$ cat src/rtl/dot_seq_pkg.sv
// Shared types and constants for the dot-product job sequencer.
package dot_seq_pkg;

  localparam int FP16_W = 16;
  localparam int VEC_W  = 3 * FP16_W;

  // Lane positions inside a packed 3-lane FP16 vector: {x, y, z}.
  localparam int LANE_X_LSB = 32;
  localparam int LANE_Y_LSB = 16;
  localparam int LANE_Z_LSB = 0;

  localparam int DEF_FIFO_DEPTH  = 4;
  localparam int DEF_TIMEOUT_CYC = 40;

  localparam logic [FP16_W-1:0] FP16_QNAN = 16'h7E00;
  localparam logic [FP16_W-1:0] FP16_ZERO = 16'h0000;

  typedef enum logic [1:0] {
    ST_IDLE  = 2'd0,
    ST_ISSUE = 2'd1,
    ST_WAIT  = 2'd2,
    ST_HOLD  = 2'd3
  } seq_state_e;

  // One queued job: both operand vectors travel together through the FIFO.
  typedef struct packed {
    logic [VEC_W-1:0] vec_a;
    logic [VEC_W-1:0] vec_b;
  } dot_job_t;

endpackage

$ cat src/rtl/dot_job_sequencer_if.sv
// Job, dot-product-unit and result handshakes of the sequencer.
// master = sequencer side, slave = environment side.
interface dot_job_sequencer_if;
  import dot_seq_pkg::*;

  logic              in_valid;
  logic              in_ready;
  logic [VEC_W-1:0]  in_vec_a;
  logic [VEC_W-1:0]  in_vec_b;

  logic              dp_en;
  logic [VEC_W-1:0]  dp_vec_a;
  logic [VEC_W-1:0]  dp_vec_b;
  logic [FP16_W-1:0] dp_scalar;
  logic              dp_valid;

  logic              out_valid;
  logic              out_ready;
  logic [FP16_W-1:0] out_scalar;

  logic              busy;

  modport master (
    input  in_valid, in_vec_a, in_vec_b, dp_scalar, dp_valid, out_ready,
    output in_ready, dp_en, dp_vec_a, dp_vec_b, out_valid, out_scalar, busy
  );

  modport slave (
    output in_valid, in_vec_a, in_vec_b, dp_scalar, dp_valid, out_ready,
    input  in_ready, dp_en, dp_vec_a, dp_vec_b, out_valid, out_scalar, busy
  );

endinterface

$ cat src/rtl/dot_seq_fifo.sv
// Job FIFO with a registered head: entries live in an array and the oldest
// one is copied into a head register one cycle after it becomes available.
// The occupancy count includes the head, so full/empty cover the whole queue.
module dot_seq_fifo #(
  parameter int DEPTH = 4,
  parameter int WIDTH = 96
) (
  input  logic             clk,
  input  logic             rst_n,
  input  logic             push,
  input  logic [WIDTH-1:0] push_data,
  input  logic             pop,
  output logic             full,
  output logic             empty,
  output logic             head_valid,
  output logic [WIDTH-1:0] head_data
);

  localparam int PTR_W = (DEPTH > 1) ? $clog2(DEPTH) : 1;
  localparam int CNT_W = PTR_W + 1;

  logic [WIDTH-1:0] mem [DEPTH];
  logic [PTR_W-1:0] wr_ptr_reg;
  logic [PTR_W-1:0] rd_ptr_reg;
  logic [CNT_W-1:0] count_reg;
  logic             head_valid_reg;
  logic [WIDTH-1:0] head_data_reg;

  logic             push_ok;
  logic             pop_ok;
  logic             refill;
  logic [CNT_W-1:0] mem_count;

  // A push while full is refused even if the head is popped in the same cycle.
  assign full      = (count_reg == CNT_W'(DEPTH));
  assign empty     = (count_reg == '0);
  assign push_ok   = push && !full;
  assign pop_ok    = pop && head_valid_reg;
  assign mem_count = count_reg - CNT_W'(head_valid_reg);
  assign refill    = (mem_count != '0) && (!head_valid_reg || pop_ok);

  assign head_valid = head_valid_reg;
  assign head_data  = head_data_reg;

  // Storage write port; pointer wraps naturally since DEPTH is a power of 2.
  always_ff @(posedge clk) begin
    if (push_ok) begin
      mem[wr_ptr_reg] <= push_data;
    end
  end

  // Pointers, occupancy and the registered head.
  always_ff @(posedge clk or negedge rst_n) begin
    if (!rst_n) begin
      wr_ptr_reg     <= '0;
      rd_ptr_reg     <= '0;
      count_reg      <= '0;
      head_valid_reg <= 1'b0;
      head_data_reg  <= '0;
    end else begin
      if (push_ok) begin
        wr_ptr_reg <= wr_ptr_reg + PTR_W'(1);
      end
      case ({push_ok, pop_ok})
        2'b10:   count_reg <= count_reg + CNT_W'(1);
        2'b01:   count_reg <= count_reg - CNT_W'(1);
        default: count_reg <= count_reg;
      endcase
      if (refill) begin
        head_data_reg  <= mem[rd_ptr_reg];
        head_valid_reg <= 1'b1;
        rd_ptr_reg     <= rd_ptr_reg + PTR_W'(1);
      end else if (pop_ok) begin
        head_valid_reg <= 1'b0;
      end
    end
  end

endmodule

$ cat src/rtl/dot_job_sequencer.sv
// Sequences queued dot-product jobs one at a time through an external
// dot-product unit: IDLE -> ISSUE (start pulse) -> WAIT (result) -> HOLD.
// Optional feature: define DOT_SEQ_TIMEOUT_EN to bound WAIT to TIMEOUT_CYC
// cycles, returning qNaN and setting the sticky err_timeout output.
module dot_job_sequencer
  import dot_seq_pkg::*;
#(
  parameter int FIFO_DEPTH  = DEF_FIFO_DEPTH,
  parameter int TIMEOUT_CYC = DEF_TIMEOUT_CYC
) (
  input  logic clk,
  input  logic rst_n,
`ifdef DOT_SEQ_TIMEOUT_EN
  output logic err_timeout,
`endif
  dot_job_sequencer_if.master bus
);

  if (FIFO_DEPTH < 2 || (FIFO_DEPTH & (FIFO_DEPTH - 1)) != 0 || TIMEOUT_CYC < 1) begin : g_param_check
    $error("dot_job_sequencer: FIFO_DEPTH must be a power of 2 >= 2 and TIMEOUT_CYC >= 1");
  end

  seq_state_e        state_reg;
  seq_state_e        state_next;
  logic [VEC_W-1:0]  dp_vec_a_reg;
  logic [VEC_W-1:0]  dp_vec_b_reg;
  logic [FP16_W-1:0] out_scalar_reg;

  logic     fifo_full;
  logic     fifo_empty;
  logic     head_valid;
  logic     pop;
  dot_job_t push_job;
  dot_job_t head_job;
  logic     timeout_hit;

  assign push_job.vec_a = bus.in_vec_a;
  assign push_job.vec_b = bus.in_vec_b;

  dot_seq_fifo #(
    .DEPTH (FIFO_DEPTH),
    .WIDTH ($bits(dot_job_t))
  ) u_fifo (
    .clk        (clk),
    .rst_n      (rst_n),
    .push       (bus.in_valid),
    .push_data  (push_job),
    .pop        (pop),
    .full       (fifo_full),
    .empty      (fifo_empty),
    .head_valid (head_valid),
    .head_data  (head_job)
  );

`ifdef DOT_SEQ_TIMEOUT_EN
  localparam int TO_W = $clog2(TIMEOUT_CYC + 1);
  logic [TO_W-1:0] to_cnt_reg;
  logic            err_timeout_reg;

  assign timeout_hit = (state_reg == ST_WAIT) && !bus.dp_valid &&
                       (to_cnt_reg == TO_W'(TIMEOUT_CYC - 1));
  assign err_timeout = err_timeout_reg;

  // Counts cycles spent in the current WAIT visit; zero everywhere else.
  always_ff @(posedge clk or negedge rst_n) begin
    if (!rst_n) begin
      to_cnt_reg <= '0;
    end else if (state_reg == ST_WAIT && state_next == ST_WAIT) begin
      to_cnt_reg <= to_cnt_reg + TO_W'(1);
    end else begin
      to_cnt_reg <= '0;
    end
  end

  // Sticky timeout flag, only reset clears it.
  always_ff @(posedge clk or negedge rst_n) begin
    if (!rst_n) begin
      err_timeout_reg <= 1'b0;
    end else if (timeout_hit) begin
      err_timeout_reg <= 1'b1;
    end
  end
`else
  assign timeout_hit = 1'b0;
`endif

  // State register.
  always_ff @(posedge clk or negedge rst_n) begin
    if (!rst_n) begin
      state_reg <= ST_IDLE;
    end else begin
      state_reg <= state_next;
    end
  end

  // Next-state logic; pop the FIFO head only when a new job is launched.
  always_comb begin
    state_next = state_reg;
    pop        = 1'b0;
    case (state_reg)
      ST_IDLE: begin
        if (head_valid) begin
          pop        = 1'b1;
          state_next = ST_ISSUE;
        end
      end
      ST_ISSUE: state_next = ST_WAIT;
      ST_WAIT: begin
        if (bus.dp_valid || timeout_hit) begin
          state_next = ST_HOLD;
        end
      end
      ST_HOLD: begin
        if (bus.out_ready) begin
          state_next = ST_IDLE;
        end
      end
      default: state_next = ST_IDLE;
    endcase
  end

  // Operand and result registers; dp_valid only matters while in WAIT.
  always_ff @(posedge clk or negedge rst_n) begin
    if (!rst_n) begin
      dp_vec_a_reg   <= '0;
      dp_vec_b_reg   <= '0;
      out_scalar_reg <= FP16_ZERO;
    end else begin
      if (pop) begin
        dp_vec_a_reg <= head_job.vec_a;
        dp_vec_b_reg <= head_job.vec_b;
      end
      if (state_reg == ST_WAIT && bus.dp_valid) begin
        out_scalar_reg <= bus.dp_scalar;
      end else if (timeout_hit) begin
        out_scalar_reg <= FP16_QNAN;
      end
    end
  end

  assign bus.in_ready   = !fifo_full;
  assign bus.dp_en      = (state_reg == ST_ISSUE);
  assign bus.dp_vec_a   = dp_vec_a_reg;
  assign bus.dp_vec_b   = dp_vec_b_reg;
  assign bus.out_valid  = (state_reg == ST_HOLD);
  assign bus.out_scalar = out_scalar_reg;
  assign bus.busy       = (state_reg != ST_IDLE) || !fifo_empty;

endmodule

$ cat src/flat_wrapper.sv
// flat-port wrapper written by rule: the top's interface ports become plain ports
module dot_job_sequencer_flat import dot_seq_pkg::*;
#(
  parameter int FIFO_DEPTH  = DEF_FIFO_DEPTH,
  parameter int TIMEOUT_CYC = DEF_TIMEOUT_CYC
)
  (clk, rst_n, bus_in_valid, bus_in_vec_a, bus_in_vec_b, bus_dp_scalar, bus_dp_valid, bus_out_ready, bus_in_ready, bus_dp_en, bus_dp_vec_a, bus_dp_vec_b, bus_out_valid, bus_out_scalar, bus_busy);
  dot_job_sequencer_if bus_i ();
  input  logic clk;
  input  logic rst_n;
  input wire logic [$bits(bus_i.in_valid)-1:0] bus_in_valid;
  input wire logic [$bits(bus_i.in_vec_a)-1:0] bus_in_vec_a;
  input wire logic [$bits(bus_i.in_vec_b)-1:0] bus_in_vec_b;
  input wire logic [$bits(bus_i.dp_scalar)-1:0] bus_dp_scalar;
  input wire logic [$bits(bus_i.dp_valid)-1:0] bus_dp_valid;
  input wire logic [$bits(bus_i.out_ready)-1:0] bus_out_ready;
  output wire logic [$bits(bus_i.in_ready)-1:0] bus_in_ready;
  output wire logic [$bits(bus_i.dp_en)-1:0] bus_dp_en;
  output wire logic [$bits(bus_i.dp_vec_a)-1:0] bus_dp_vec_a;
  output wire logic [$bits(bus_i.dp_vec_b)-1:0] bus_dp_vec_b;
  output wire logic [$bits(bus_i.out_valid)-1:0] bus_out_valid;
  output wire logic [$bits(bus_i.out_scalar)-1:0] bus_out_scalar;
  output wire logic [$bits(bus_i.busy)-1:0] bus_busy;
  assign bus_i.in_valid = bus_in_valid;
  assign bus_i.in_vec_a = bus_in_vec_a;
  assign bus_i.in_vec_b = bus_in_vec_b;
  assign bus_i.dp_scalar = bus_dp_scalar;
  assign bus_i.dp_valid = bus_dp_valid;
  assign bus_i.out_ready = bus_out_ready;
  assign bus_in_ready = bus_i.in_ready;
  assign bus_dp_en = bus_i.dp_en;
  assign bus_dp_vec_a = bus_i.dp_vec_a;
  assign bus_dp_vec_b = bus_i.dp_vec_b;
  assign bus_out_valid = bus_i.out_valid;
  assign bus_out_scalar = bus_i.out_scalar;
  assign bus_busy = bus_i.busy;
  dot_job_sequencer #(.FIFO_DEPTH(FIFO_DEPTH), .TIMEOUT_CYC(TIMEOUT_CYC)) u_core (.clk(clk), .rst_n(rst_n), .bus(bus_i));
endmodule
$ cat config.mk
export PLATFORM = sky130hd
export DESIGN_NAME = dot_job_sequencer_flat
export DESIGN_NICKNAME = d
export VERILOG_FILES = /design/src/rtl/dot_seq_pkg.sv /design/src/rtl/dot_job_sequencer_if.sv /design/src/rtl/dot_seq_fifo.sv /design/src/rtl/dot_job_sequencer.sv /design/src/flat_wrapper.sv
export SDC_FILE = /design/constraint.sdc
export NUM_CORES = 1
export LEC_CHECK = 0
export ABC_CLOCK_PERIOD_IN_PS = 3560
export CORE_MARGIN = 2
export CORE_UTILIZATION = 35
export DETAILED_ROUTE_END_ITERATION = 8
export PLACE_DENSITY_LB_ADDON = 0.1
export SYNTH_ARGS = -nofsm -noshare
export SYNTH_HDL_FRONTEND = slang
export SYNTH_SLANG_ARGS = --single-unit
export TNS_END_PERCENT = 100
$ cat constraint.sdc
create_clock -name clk -period 3.56 [get_ports clk]
set_input_delay 0.712 -clock clk [delete_from_list [all_inputs] [get_ports clk]]
set_output_delay 0.712 -clock clk [all_outputs]
set_load 0.01 [all_outputs]
After elaboration in Yosys (flattened, before gate mapping)
Memories as Yosys holds them, arrays and structs flattened. A register that Yosys moved wholly into a read port is not among the register bits.
Cells that the tools add are included.
{"block": "word_totals", "ramBits": 384, "elab_cells": 51, "memories": 1, "register_bits": 122, "in_bits": 117, "out_inout_bits": 116}
{"memory": "u_core.u_fifo.mem", "depth": 4, "width": 96, "read_ports": 1, "rd_clocked_by_memory_dff": 1, "write_ports": 1, "line_no": "dot_seq_fifo.sv:22", "source": "logic [WIDTH-1:0] mem [DEPTH];"}
{"block": "classes", "addsub": 5, "muxes": 11, "n_reduce_logical": 17, "eq_ne": 9}
{"cell": "2-bit one-hot mux with 4 select lines", "n": 1}
{"cell": "2-bit == test (second input constant)", "n": 3}
{"cell": "1-bit two-way mux", "n": 6}
{"cell": "2-bit two-way mux", "n": 3}
{"cell": "2-bit != test (second input constant)", "n": 3}
{"cell": "3-bit one-hot mux with 2 select lines", "n": 1}
{"cell": "2-bit nonzero test", "n": 3}
{"cell": "2-bit by 1-bit adder with 2-bit output (second input constant)", "n": 2}
{"cell": "2-bit by 1-bit == test with 1-bit output (second input constant)", "n": 2}
{"cell": "1-bit logical AND", "n": 4}
{"cell": "1-bit logical NOT", "n": 4}
{"cell": "3-bit by 1-bit adder with 3-bit output (second input constant)", "n": 1}
{"cell": "3-bit == test (second input constant)", "n": 1}
{"cell": "3-bit logical NOT", "n": 1}
{"cell": "3-bit AND reduction", "n": 1}
{"cell": "3-bit nonzero test", "n": 1}
{"cell": "3-bit by 1-bit subtractor with 3-bit output", "n": 1}
{"cell": "3-bit by 1-bit subtractor with 3-bit output (second input constant)", "n": 1}
{"cell": "2-bit logical NOT", "n": 1}
{"cell": "1-bit logical OR", "n": 2}

Longest topological paths before layout
Gate-level depths: netlist of run 1.
{"block": "depth", "depth_word": 6, "depth_mapped": 10, "depth_no_buf": 9}

Cells and area by module
From an unflattened synthesis of run 1, not the netlist that was laid out.
{"block": "hier_totals", "hier_cells": 1005, "area_unflattened_um2": 22466.5}
{"mod": "dot_seq_fifo", "instances": 1, "seq_area_each_um2": 14133.6, "cells_per_inst": 750, "area_each_um2": 17983.5}
{"mod": "dot_job_sequencer", "instances": 1, "seq_area_each_um2": 2852.7, "cells_per_inst": 255, "area_each_um2": 4483.0}

Worst setup path after synthesis of run 1
OpenSTA, ideal clock, no wires.
{"block": "synth_path", "kind": "input -> register", "from": "input bus_in_valid", "to": "memory u_core.u_fifo.mem[2][0], enable pin", "arrival_time_ns": 3.344, "required_ns": 3.094, "path_buffers": 0, "slack_ns": -0.250, "setup_ns": 0.466, "path_stages": 2, "cell_sequence": "a21boi_1 > and2_1"}
{"block": "synth_between", "elab_chain_cells": 3}
{"element": "start: declaration", "line_no": "flat_wrapper.sv:11", "source": "input wire logic [$bits(bus_i.in_valid)-1:0] bus_in_valid;"}
{"element": "1-bit logical AND", "line_no": "dot_seq_fifo.sv:37", "source": "assign push_ok = push && !full;"}
{"element": "1-bit two-way mux", "line_no": "dot_seq_fifo.sv:47", "source": "if (push_ok) begin"}
{"element": "1-bit two-way mux (implied by the code)", "line_no": "dot_seq_fifo.sv:48", "source": "mem[wr_ptr_reg] <= push_data;"}
{"element": "end: declaration", "line_no": "dot_seq_fifo.sv:22"}
Every way passes these cells.

Worst setup path after layout of run 1
{"block": "layout_path", "from": "register u_core.state_reg[0]", "to": "output bus_busy"}
{"block": "layout_between", "elab_chain_cells": 2}
{"element": "start: declaration", "line_no": "dot_job_sequencer.sv:23", "source": "seq_state_e state_reg;"}
{"element": "start signal: assignment", "line_no": "dot_job_sequencer.sv:92", "source": "state_reg <= state_next;"}
{"element": "2-bit nonzero test", "line_no": "dot_job_sequencer.sv:147", "source": "assign bus.busy = (state_reg != ST_IDLE) || !fifo_empty;"}
{"element": "1-bit logical OR", "line_no": "dot_job_sequencer.sv:147"}
{"element": "end: declaration", "line_no": "flat_wrapper.sv:23", "source": "output wire logic [$bits(bus_i.busy)-1:0] bus_busy;"}
Every way passes these cells.

==> flow_summary.yaml, run 1 <==
clock_network:
  worst_setup_hold_path_clk_slew_ns: 0.06
  cts_max_level: 3
  buffer_type_at_the_clock_tree_root: "sky130_fd_sc_hd__clkbuf_16"
  insertion_delay_of_the_later_clocked_pin_in_the_worst_skew_pair_ns: 0.59
  post_cts.resized_instances: 0
  cts_hold_buf: 0
  cts_inserted_buffers: 67
  clock_tree_from_tritoncts: "done"
  cts_max_path_buffers: 3
  cts.repair_timing.setup_buffer_count: 0
  cts_sinks: 602
cells_and_area:
  largest_register_ffs: 384
  syn_to_final_growth_pct: 26.1
  final_layout_size_suffix_gt1_share_pct: 33.1
  nFillCells: 5455
  final_nets: 1426
die:
  floorplan.initialDensity_pct: 35.4
  num_rows: 92
  floorplan.core_area_um2: 63000
  floorplan.die.height_um: 256
  die_area_um2: 65600
  die_w_um: 256
  floorplan.io_pins: 233
global_route:
  grt_antenna_before_repair: 6
  grt_max_degree: 73
  grt.overflow.total: 0
  via_count_of_the_first_global_routing_pass: 11600
  gr-usage-all-layers_pct: 15.1
  grt_pass1_wl_um: 74900
timing:
  setup_violations_final: 0
  max_slew.worst_pin.slew_ns: 0.653
  final_hold_violations: 0
  slew-limit-headroom_pct: 56.3
  final_min_period_over_clock_period_pct: 76.2
  final.min_clock_period_ns: 2.71
  final-max-slew-violation-count: 0
  maximum_frequency_from_static_timing_analysis_ghz: 0.369
  totalNegativeSetupSlack_ns: 0
  rsz0062_at_grt: "no"
  final.setup_skew_ns: 0.0140
logic_synthesis:
  count_of_state_elements_after_synthesis: 602
  post_synth_and_or_nand_nor_area_fraction_pct: 0.326
  synth-compound-area-share_pct: 0.197
  area_share_of_fa_ha_maj_cells_after_synthesis_pct: 0.652
  syn-mean-instance-area_um2: 22.3
  synth.lib_cells_used.distinct: 26
  synth_mux_area_share_pct: 20.9
  yosys.area_share.xor_xnor_pct: 0.275
  synth_warnings: 0
  post_synthesis_cells: 999
  mappedNetlistArea_um2: 22300
  main_combinational_cell_family_by_area_after_synthesis: "multiplexers"
  synth_sequential_area_ratio_pct: 76.3
  synthesis.nets: 1127
placement:
  globalplace.congestion: 0.710
  place.port_buffers: 232
  dp_hpwl_um: 30200
worst_setup_path:
  worstSetupEndpoint: "bus_busy"
  arrival_ns: 2.00
  type_of_element_capturing_the_critical_path: "output pin"
  critical_path.reg2reg.endpoint: "u_core.u_fifo.count_reg[2]"
  rr_worst_depth: 8
  regToRegStartpoint: "u_core.u_fifo.count_reg[1]"
  reg2reg_slack_ns: 1.26
  worstSetupStartpointType: "register"
  crit_start: "u_core.state_reg[0]"
  worst-setup-path-type: "register to output pin"
  worst-endpoint-required_ns: 2.85
  highest_fanout_seen_on_the_critical_path: 5
pwr:
  p_leak_uw: 0.0100
  vdd_drop_max_mv: 0.443
  cellPowerDensity_nw_per_um2: 925
  report.power.total_uw: 26000
drt:
  vias_per_cell: 4.69
  drt_drc_violations_left: 0
  wl_per_cell_um: 21.9
  drt-pass1-iter-count: 4
  vias: 10300
  routed_wirelength_um: 48200
  initialDrtViolationCount: 470
  drtAntennaViolNets: 0
status:
  outcome: "finished, final reports clean"
run:
  max_cap_viol_count: 0
worst_hold_path:
  min-delay-path-class: "input port to async pin"
-- logic make-up after synthesis --
| family | Yosys count |
|---|---|
| flip-flops | 602 |
| multiplexers | 307 |
| buffers and inverters | 53 |
| AND/OR/NAND/NOR | 14 |
| adder cells (fa/ha/maj) | 11 |
| XOR/XNOR | 7 |
| AO/OA/AOI/OAI | 5 |
-- power by group --
part | switching (uW) | leakage, uW | internal [uW]
Sequential | 1130 | 0.00608 | 9800
Clock | 2680 | 0.00100 | 3780
Combinational | 3540 | 0.00296 | 5040
Total | 7350 | 0.0100 | 18600
-- metrics by stage --
step | cell area [um2] | utilization (%) | setup WS (ns) | instances | hold slack, ns
floorplan | 22300 | - | 0.795 | 999 | 0.416
finish | 28100 | 44.6 | 0.849 | 2197 | 0.0874
global route | 28100 | 44.6 | 0.719 | 2197 | 0.126
global placement | 26000 | 41.3 | 0.515 | 2075 | 0.486
detailed placement | 26000 | 41.3 | 0.557 | 2075 | 0.491
CTS | 28100 | 44.6 | 0.788 | 2196 | 0.0998
-- Yosys cell counts (all sizes together) --
| cell type | number | area, um2 |
|---|---|---|
| xnor2 | 4 | 35.0 |
| nor2b | 1 | 6.26 |
| a221oi | 1 | 8.76 |
| ha | 10 | 125 |
| mux2 | 211 | 2490 |
| nand3b | 1 | 7.51 |
| nor3 | 1 | 5.00 |
| and2 | 4 | 25.0 |
| o31a | 1 | 8.76 |
| nor2 | 2 | 7.51 |
| fa | 1 | 20.0 |
| buf | 35 | 231 |
| dfrtp | 218 | 5460 |
| o32a | 1 | 10.0 |
| nand2 | 4 | 15.0 |
| edfxtp | 384 | 11500 |
| a21boi | 1 | 7.51 |
| xor2 | 3 | 26.3 |
| inv | 10 | 37.5 |
| o311ai | 1 | 8.76 |
| nand2b | 1 | 6.26 |
| mux4 | 96 | 2160 |
| clkbuf | 8 | 30.0 |
-- worst min path at each step --
stage / endpoint / start / depth (start not counted)
finish: u_core.u_fifo.head_data[90] / rst_n / 1
global route: u_core.u_fifo.head_data[90] / rst_n / 1
CTS: u_core.u_fifo.head_data[90] / rst_n / 1
detailed placement: u_core.bus.dp_vec_a[41] / u_core.bus.dp_vec_a[41] / 1
global placement: u_core.bus.out_scalar[15] / u_core.bus.out_scalar[15] / 1
floorplan: u_core.bus.dp_vec_a[0] / rst_n / 0
-- routing by layer --
metal  up-vias  share of wire, %  global-route usage (%)
met4        10               1.6                    4.89
li1       4570                 -                       -
met2       214                48                    24.3
met5         -              0.13                       0
met3        64               5.0                    3.65
met1      5448                45                    20.4
-- layout make-up --
type / instances / area (um2) / share of cell area (%)
flip-flops and latches: 602 / 17000 / 60.5
diodes: 1 / 2.50 / 0.00891
multi-input cells: 344 / 4990 / 17.8
clock buffers: 98 / 1910 / 6.79
well taps: 846 / 1060 / 3.77
repair buffers: 273 / 2950 / 10.5
clock inverters: 23 / 141 / 0.504
inverters: 10 / 40.0 / 0.143
-- worst max-delay path, stage by stage (launching register included) --
cell and delay, ns:
sky130_fd_sc_hd__dfrtp_1 0.39, sky130_fd_sc_hd__inv_1 0.09, sky130_fd_sc_hd__ha_1 0.27, sky130_fd_sc_hd__nand3b_1 0.12, sky130_fd_sc_hd__clkdlybuf4s50_1 0.55
-- cells in the final DEF, fill, tap and decap left out, types with 2 or more instances in the layout --
cell type and instances:
sky130_fd_sc_hd__edfxtp_1 384, sky130_fd_sc_hd__clkdlybuf4s50_1 231, sky130_fd_sc_hd__dfrtp_1 216, sky130_fd_sc_hd__mux2_2 181, sky130_fd_sc_hd__mux4_2 96, sky130_fd_sc_hd__clkbuf_16 69, sky130_fd_sc_hd__mux2_4 30, sky130_fd_sc_hd__buf_12 25
sky130_fd_sc_hd__clkbuf_1 22, sky130_fd_sc_hd__buf_4 16, sky130_fd_sc_hd__ha_1 10, sky130_fd_sc_hd__clkinv_1 10, sky130_fd_sc_hd__inv_1 9, sky130_fd_sc_hd__clkinv_2 8, sky130_fd_sc_hd__clkbuf_8 7, sky130_fd_sc_hd__and2_4 4
sky130_fd_sc_hd__xnor2_1 4, sky130_fd_sc_hd__nand2_1 3, sky130_fd_sc_hd__xor2_1 3, sky130_fd_sc_hd__nor2_1 2, sky130_fd_sc_hd__inv_6 2, sky130_fd_sc_hd__dfrtp_4 2
(Power assumes the default switching activity.)
==> run 2: changes to the inputs <==
--- a/config.mk
+++ b/config.mk
@@ -5,7 +5,7 @@
 export SDC_FILE = /design/constraint.sdc
 export NUM_CORES = 1
 export LEC_CHECK = 0
-export ABC_CLOCK_PERIOD_IN_PS = 3560
+export ABC_CLOCK_PERIOD_IN_PS = 2300
 export CORE_MARGIN = 2
 export CORE_UTILIZATION = 35
 export DETAILED_ROUTE_END_ITERATION = 8
==> constraint.sdc (replaced) <==
create_clock -name clk -period 2.3 [get_ports clk]
set_input_delay 0.46 -clock clk [delete_from_list [all_inputs] [get_ports clk]]
set_output_delay 0.46 -clock clk [all_outputs]
set_load 0.01 [all_outputs]
==> flow_summary.yaml, run 2 (synthesized netlist as in run 1, its figures left out) <==
cells_and_area:
  mostFrequentLayoutCell: "sky130_fd_sc_hd__edfxtp_1"
  final_nets: 1439
  syn_to_final_growth_pct: 27.8
  final_layout_size_suffix_gt1_share_pct: 34.5
  postLayoutCoreUtil_pct: 45.2
  final_area_um2: 28500
  largest_register_ffs: 384
  most-common-layout-cells: "384 x sky130_fd_sc_hd__edfxtp_1, 229 x sky130_fd_sc_hd__clkdlybuf4s50_1, 216 x sky130_fd_sc_hd__dfrtp_1, 181 x sky130_fd_sc_hd__mux2_2, 96 x sky130_fd_sc_hd__mux4_2"
pwr:
  p_leak_uw: 0.0102
  power_report.internal_total_uw: 30000
  switchingPower_uw: 11500
  cellPowerDensity_nw_per_um2: 1460
  vdd_drop_max_mv: 0.650
  combPwrFrac_pct: 33.8
  clock_share_of_power_pct: 26.1
  switching_power_share_of_the_total_pct: 27.8
  share_seq_of_total_power_pct: 40.2
timing:
  final.setup_skew_ns: 0.0176
  final.min_clock_period_ns: 2.21
  final_min_period_over_clock_period_pct: 96.3
  post-route-worst-setup-slack_ns: 0.0855
  maximum_frequency_from_static_timing_analysis_ghz: 0.452
  totalNegativeSetupSlack_ns: 0
  final_hold_violations: 0
  max_slew.worst_pin.slew_ns: 0.549
  final-max-slew-violation-count: 0
  holdWs_ns: 0.431
  setup_violations_final: 0
  rsz0062_at_grt: "no"
  slew-limit-headroom_pct: 63.4
die:
  floorplan.core_area_um2: 63000
  num_rows: 92
  floorplan.io_pins: 233
  die_area_um2: 65600
  floorplan.die.height_um: 256
  floorplan.initialDensity_pct: 35.4
  die_w_um: 256
worst_setup_path:
  arrival_ns: 1.75
  worst-endpoint-required_ns: 1.84
  crit_start: "u_core.u_fifo.count_reg[0]"
  type_of_element_capturing_the_critical_path: "output pin"
  worst-setup-path-type: "register to output pin"
  worstSetupStartpointType: "register"
  rr_worst_depth: 7
  regToRegStartpoint: "u_core.u_fifo.count_reg[0]"
  reg2reg_slack_ns: 0.23
  highest_fanout_seen_on_the_critical_path: 4
  critical_path.reg2reg.endpoint: "u_core.u_fifo.head_data[36]"
global_route:
  via_count_of_the_first_global_routing_pass: 11300
  grt_antenna_before_repair: 3
  grt_pass1_wl_um: 72000
  grt_max_degree: 54
  grt.overflow.total: 0
  gr-usage-all-layers_pct: 14.7
clock_network:
  buffer_type_at_the_clock_tree_root: "sky130_fd_sc_hd__clkbuf_16"
  cts_max_path_buffers: 3
  cts_inserted_buffers: 67
  insertion_delay_of_the_later_clocked_pin_in_the_worst_skew_pair_ns: 0.58
  cts_sinks: 602
  worst_setup_hold_path_clk_slew_ns: 0.06
  cts_max_level: 3
  clock_tree_from_tritoncts: "done"
drt:
  vias_per_cell: 4.65
  initialDrtViolationCount: 493
  wl_per_cell_um: 21.3
  vias: 10300
  drt-pass1-iter-count: 4
  drt_drc_violations_left: 0
  drtAntennaViolNets: 0
  routed_wirelength_um: 47200
placement:
  place.port_buffers: 232
  preCtsSetupSlack_ns: -0.0754
  dp_hpwl_um: 28700
  globalplace.congestion: 0.709
  dpl-instance-area_um2: 26200
run:
  max_cap_viol_count: 0
worst_hold_path:
  min-delay-path-class: "input port to async pin"
status:
  outcome: "finished, final reports clean"
==> run 2: per-stage QoR <==
step / power (uW) / instances
floorplan: 25300 / 999
global placement: 31100 / 2086
detailed placement: 31300 / 2086
CTS: 42400 / 2210
global route: 43700 / 2211
finish: 41500 / 2214
==> run 2: what timing repair did <==
item	4_1_cts	5_1_grt
setup buffers	0	1
endpoints found under the setup margin	1	3
hold buffers	1	0
endpoints found under the hold margin	45	0
resized for setup	1	3
==> run 2: worst max-delay path by stage <==
stage	to	slack [ns]	cells after the start
2_1_floorplan	u_core.u_fifo.mem[0][0]	-0.24	3
5_1_grt	bus_in_ready	0.03	3
3_5_place_dp	u_core.u_fifo.count_reg[2]	-0.08	8
4_1_cts	bus_in_ready	0.004	3
6_report	bus_in_ready	0.09	3
3_3_place_gp	u_core.u_fifo.count_reg[2]	-0.08	8
==> run 2: layout make-up <==
| class | instances | area, um2 |
|---|---|---|
| fillers | 5371 | 34500 |
| flip-flops and latches | 602 | 17000 |
| multi-input cells | 344 | 4990 |
| repair buffers | 286 | 3100 |
| clock buffers | 89 | 1920 |
| well taps | 846 | 1060 |
| clock inverters | 34 | 345 |
| inverters | 10 | 40.0 |
| diodes | 3 | 7.51 |
==> run 2: power by group through the flow <==
stage	clock network, uW	registers, uW	logic, uW
6_report	10800	16700	14000
3_3_place_gp	0	16800	14300
4_1_cts	11200	16700	14400
5_1_grt	11600	17100	15100
2_1_floorplan	0	16900	8400
3_5_place_dp	0	16900	14400
==> run 2: worst max-delay path, cell delays in order (launching register included) <==
cell and delay, ns:
sky130_fd_sc_hd__dfrtp_1 0.45, sky130_fd_sc_hd__nor2_2 0.17, sky130_fd_sc_hd__nand2_1 0.06, sky130_fd_sc_hd__clkdlybuf4s50_1 0.49
==> run 2: metal layers <==
| metal | track usage, % | vias to the layer above | routed length (um) |
|---|---|---|---|
| li1 | - | 4604 | - |
| met1 | 19.3 | 5413 | 20800 |
| met2 | 24.1 | 211 | 23200 |
| met3 | 3.40 | 61 | 2320 |
| met4 | 4.65 | 6 | 765 |
| met5 | 0 | - | 39 |
==> run 3: changes to the inputs <==
--- a/config.mk
+++ b/config.mk
@@ -5,11 +5,12 @@
 export SDC_FILE = /design/constraint.sdc
 export NUM_CORES = 1
 export LEC_CHECK = 0
-export ABC_CLOCK_PERIOD_IN_PS = 2300
+export ABC_CLOCK_PERIOD_IN_PS = 2200
 export CORE_MARGIN = 2
 export CORE_UTILIZATION = 35
 export DETAILED_ROUTE_END_ITERATION = 8
 export PLACE_DENSITY_LB_ADDON = 0.1
+export REMOVE_ABC_BUFFERS = 1
 export SYNTH_ARGS = -nofsm -noshare
 export SYNTH_HDL_FRONTEND = slang
 export SYNTH_SLANG_ARGS = --single-unit
==> constraint.sdc (replaced) <==
create_clock -name clk -period 2.2 [get_ports clk]
set_input_delay 0.44 -clock clk [delete_from_list [all_inputs] [get_ports clk]]
set_output_delay 0.44 -clock clk [all_outputs]
set_load 0.01 [all_outputs]
==> flow_summary.yaml, run 3 (synthesized netlist as in run 1, its figures left out) <==
clock_network:
  buffer_type_at_the_clock_tree_root: "sky130_fd_sc_hd__clkbuf_16"
  worst_setup_hold_path_clk_slew_ns: 0.06
  cts_max_level: 3
  insertion_delay_of_the_later_clocked_pin_in_the_worst_skew_pair_ns: 0.58
  cts_inserted_buffers: 68
  cts_sinks: 602
  clock_tree_from_tritoncts: "done"
  cts_max_path_buffers: 3
timing:
  setup_violations_final: 0
  rsz0062_at_grt: "no"
  post-route-worst-setup-slack_ns: 0.121
  final.min_clock_period_ns: 2.08
  final_min_period_over_clock_period_pct: 94.5
  final.setup_skew_ns: 0.0209
  max_slew.worst_pin.slew_ns: 0.519
  final-max-slew-violation-count: 0
  maximum_frequency_from_static_timing_analysis_ghz: 0.481
  slew-limit-headroom_pct: 65.4
  final_hold_violations: 0
drt:
  wl_per_cell_um: 21.9
  vias: 10400
  drt_drc_violations_left: 0
  initialDrtViolationCount: 465
  drtAntennaViolNets: 0
  drt-pass1-iter-count: 5
  routed_wirelength_um: 48200
  vias_per_cell: 4.72
cells_and_area:
  final_layout_size_suffix_gt1_share_pct: 34.0
  nFillCells: 5387
  mostFrequentLayoutCell: "sky130_fd_sc_hd__edfxtp_1"
  final_area_um2: 28400
  postLayoutCoreUtil_pct: 45.1
  most-common-layout-cells: "384 x sky130_fd_sc_hd__edfxtp_1, 227 x sky130_fd_sc_hd__clkdlybuf4s50_1, 215 x sky130_fd_sc_hd__dfrtp_1, 181 x sky130_fd_sc_hd__mux2_2, 96 x sky130_fd_sc_hd__mux4_2"
  largest_register_ffs: 384
  syn_to_final_growth_pct: 27.5
  final_nets: 1432
placement:
  dpl-instance-area_um2: 26100
  place.port_buffers: 232
  preCtsSetupSlack_ns: -0.0881
  globalplace.congestion: 0.695
  dp_hpwl_um: 28500
global_route:
  grt.overflow.total: 0
  grt_max_degree: 70
  via_count_of_the_first_global_routing_pass: 11500
  grt_pass1_wl_um: 73900
  gr-usage-all-layers_pct: 14.9
  grt_antenna_before_repair: 5
die:
  die_area_um2: 65600
  num_rows: 92
  floorplan.io_pins: 233
  floorplan.die.height_um: 256
  floorplan.core_area_um2: 63000
  floorplan.initialDensity_pct: 35.4
  die_w_um: 256
pwr:
  cellPowerDensity_nw_per_um2: 1530
  vdd_drop_max_mv: 0.811
  p_leak_uw: 0.0102
worst_setup_path:
  type_of_element_capturing_the_critical_path: "output pin"
  highest_fanout_seen_on_the_critical_path: 5
  worstSetupStartpointType: "register"
  worst-setup-path-type: "register to output pin"
  arrival_ns: 1.64
  worst-endpoint-required_ns: 1.76
run:
  max_cap_viol_count: 0
worst_hold_path:
  min-delay-path-class: "input port to async pin"
status:
  outcome: "finished, final reports clean"
## run 3: cell types whose count changed in the layout (fill, tap and decap cells not counted), moves of 4 or more
cell	previous run	this run
sky130_fd_sc_hd__clkinv_1	11	3
sky130_fd_sc_hd__clkbuf_8	3	9
sky130_fd_sc_hd__clkinv_2	12	8
sky130_fd_sc_hd__buf_4	24	12
sky130_fd_sc_hd__buf_12	29	33
sky130_fd_sc_hd__clkbuf_1	13	22
## run 3: metrics by stage
step	TNS, ns	hold slack [ns]	power (uW)	instances
after floorplan	-826.04	0.144	25100	956
after global placement	-0.157	0.386	32500	2077
after detailed placement	-0.119	0.388	32700	2077
after CTS	0	0.352	44200	2202
after global routing	0	0.382	45800	2202
final	0	0.373	43400	2203
## run 3: final timing paths
| path | slack, ns | cells after the start | to | startpoint |
|---|---|---|---|---|
| min in group clk | 0.48 | 2 | u_core.bus.out_scalar[1] | bus_dp_scalar[1] |
| min | 0.37 | 2 | u_core.bus.dp_vec_a[41] | rst_n |
| max | 0.12 | 4 | bus_busy | u_core.state_reg[1] |
| min reg2reg | 0.50 | 1 | u_core.bus.dp_vec_a[22] | u_core.u_fifo.head_data[70] |
| max in group asynchronous | 1.18 | 3 | u_core.u_fifo.head_data[82] | rst_n |
| max reg2reg | 0.19 | 7 | u_core.u_fifo.head_data[64] | u_core.u_fifo.count_reg[0] |
## run 3: layout make-up
type                            instances  area [um2]  area share (%)
Tap cell                              846        1060            3.73
Timing Repair Buffer                  278        3080            10.9
Multi-Input combinational cell        344        4990            17.6
Sequential cell                       602       17000            59.9
Antenna cell                            1        2.50         0.00881
Clock buffer                          102        1980            6.99
Clock inverter                         20         236           0.833
Inverter                               10        40.0           0.141
## run 3: layer usage
layer	GRT usage, %	routed length, um	vias up
li1	-	-	4566
met1	20.9	22300	5525
met2	23.4	22600	230
met3	3.40	2490	69
met4	4.47	821	4
met5	0	22	-
## run 3: power breakdown
part / internal, uW / total, uW / switching [uW]
combinational: 8540 / 14700 / 6110
sequential: 15900 / 17500 / 1610
clock: 6820 / 11200 / 4400
total: 31200 / 43400 / 12100
## run 3: worst max-delay path: stages (launching register included)
cell,delay [ns]
sky130_fd_sc_hd__dfrtp_1,0.38
sky130_fd_sc_hd__inv_1,0.09
sky130_fd_sc_hd__ha_2,0.22
sky130_fd_sc_hd__nand3b_1,0.09
sky130_fd_sc_hd__dlygate4sd2_1,0.28
## run 3: repair_timing
item                                   4_1_cts  5_1_grt
resized for setup                            6        1
buffers inserted                             2        0
setup endpoints to repair                    3        1
hold buffers                                 1        0
endpoints found under the hold margin       38        0
==> RTL edit, RTL diff (config.mk and constraints of run 2) <==
The 4 states of `seq_state_e` get a one-hot encoding in 4 bits.
--- a/src/rtl/dot_seq_pkg.sv
+++ b/src/rtl/dot_seq_pkg.sv
@@ -15,11 +15,11 @@
   localparam logic [FP16_W-1:0] FP16_QNAN = 16'h7E00;
   localparam logic [FP16_W-1:0] FP16_ZERO = 16'h0000;
 
-  typedef enum logic [1:0] {
-    ST_IDLE  = 2'd0,
-    ST_ISSUE = 2'd1,
-    ST_WAIT  = 2'd2,
-    ST_HOLD  = 2'd3
+  typedef enum logic [3:0] {
+    ST_IDLE  = 4'b0001,
+    ST_ISSUE = 4'b0010,
+    ST_WAIT  = 4'b0100,
+    ST_HOLD  = 4'b1000
   } seq_state_e;
 
   // One queued job: both operand vectors travel together through the FIFO.
Check against the original RTL: no difference found for any inputs over 4 cycles, from zero or initial values and one cycle with rst_n low; so few cycles prove little.
==> RTL edit against run 2 <==
Sequential cell count increased by 2; power rose by 3.3%; wire length is 0.58% higher; synthesized cell count rose by 1.2%; area after synthesis is 0.94% higher; worst setup slack worse by 4.6 ps; design area hardly changed; via count rose by 1.2%; core utilization fell by 0.22 points; critical path type unchanged; largest power group unchanged; highest routed layer unchanged.
==> RTL edit: results <==
grt:
  gr-usage-met1: 0.1823
  use_met2: 0.2525
  grt_start_max_net_pins: 59
  grt_pass1_wl_um: 72920
  met3_usage: 0.04196
  antenna_found_initial: 7
  globalRouteOverflowTotal: 0
  groute.usage.overall: 0.1477
  grt_pass1_vias: 11530
logic_synthesis:
  yosys_warnings: 0
  syn-num-nets: 1135
  synthArstFlopShare: 0.3642
  synth_edf_count: 384
  seq_area_frac_synth: 0.7583
  synth_area_leaders: "edfxtp_1, dfrtp_1, mux4_2"
  synthTopCellsByCount: "edfxtp_1, dfrtp_1, mux2_2, mux4_2, mux2_4"
  yosysUniqueCellTypes: 38
timing:
  clock_skew_ps: 14.06
  slew_headroom: 0.6111
worst_hold_path:
  min_path_type: "in2async"
critical_path:
  worst_path_largest_cell_delay_ps: 530
  critPathKind: "reg2out"
  critPathSlowestCell: "dfstp_2"
  regToRegStartpoint: "u_core.state_reg[0]"
  critPathMaxFanout: 2
  critPathArrivalTime_ps: 1760
power_and_ir_drop:
  leakage_nw: 10.22
  irDropWorstVdd_v: 0.0009105
  sw_frac_of_total: 0.2861
cts:
  cts_root_buf: "clkbuf_16"
  clock_path_buffers: 3
  clk_latency_ps: 590
  numCtsBuffers: 68
  clk_pin_slew_ps: 60
  h-tree-depth: 3
detailed_routing:
  wl_um: 47480
  drtIter0Drc: 518
  first_pass_iters: 6
  via_count: 10420
cells_and_area:
  largest_reg_flops: 384
  nNetsFinal: 1439
  drive_gt1_frac: 0.3489
place:
  portBuffers: 232
  globalplace.congestion: 0.7031
  hpwl_um: 28070
status:
  status: "finished, final reports clean"
-- RTL edit: cell count changes in the layout (fill, tap and decap cells not counted), sizes merged, moves of 3 or more --
cell	before	now
nor4b	0	3
bufinv	7	3
ha	10	6
and2	4	1
buf	54	50
or3b	0	3
clkinv	26	14
and3	0	4
clkbuf	89	102
-- RTL edit: cell type report --
class / instances / area (um2)
Inverter: 7 / 28.78
Timing Repair Buffer: 281 / 3038
Antenna cell: 1 / 2.502
Tap cell: 846 / 1059
Sequential cell: 604 / 17050
Multi-Input combinational cell: 353 / 5096
Clock buffer: 101 / 1999
Fill cell: 5406 / 34840
Clock inverter: 21 / 197.7
-- RTL edit: logic make-up (layout without fill, tap and decap cells) --
group           after synthesis  in the layout  share of synthesized area
compound gates                8              8                   0.002562
buf+inv                      54            410                    0.01693
simple gates                 25             25                   0.007908
fa+ha+maj                     7              7                   0.004232
other cells                   0              1                          0
xor+xnor                      7              7                   0.002729
mux                         306            306                     0.2073
flops                       604            604                     0.7583
-- RTL edit: power by group through the flow --
stage          clock, W  sequential (W)  combinational (W)
6_report         0.0106          0.0168             0.0155
5_1_grt          0.0114          0.0172             0.0168
4_1_cts          0.0110          0.0169             0.0160
3_5_place_dp          0          0.0171             0.0159
3_3_place_gp          0          0.0170             0.0158
2_1_floorplan         0          0.0170             0.0100
-- RTL edit: per-stage QoR --
stage                     area (um2)  instances  power (W)  worst slack, ps  hold WS [ps]
after floorplan                22480       1011    0.02703           -58.41         164.4
after global placement         26240       2088    0.03272            93.78         394.4
after detailed placement       26240       2088    0.03298            87.48         394.8
after CTS                      28460       2213    0.04383            2.138         352.1
after global routing           28460       2213    0.04533            6.446         375.0
final                          28470       2214    0.04283            80.92         374.7
-- RTL edit: routing by layer --
metal  part of all wire  wire length (um)
met1               0.42             19970
met2               0.50             23820
met3              0.054              2541
met4              0.023              1070
met5             0.0016                77
-- RTL edit: what timing repair did --
action	4_1_cts	5_1_grt
setup buffers	2	0
hold buffers	1	0
setup endpoints to repair	4	2
endpoints found under the hold margin	33	0
resized for setup	11	4
-- RTL edit: final timing paths --
path / slack (ps) / endpoint / depth (start not counted)
max: 80 / bus_busy / 3
min: 370 / u_core.u_fifo.head_data[77] / 2
max reg2reg: 190 / u_core.u_fifo.count_reg[1] / 7
min reg2reg: 500 / u_core.u_fifo.head_data[22] / 1
max in group asynchronous: 1230 / u_core.state_reg[0] / 3
min in group clk: 480 / u_core.bus.out_scalar[14] / 2
-- RTL edit: worst max-delay path, delay by kind of cell (launching register included) --
family | cells | cell delay (ps)
flip-flops | 1 | 530
AND/OR/NAND/NOR | 2 | 340
buffers and inverters | 1 | 300
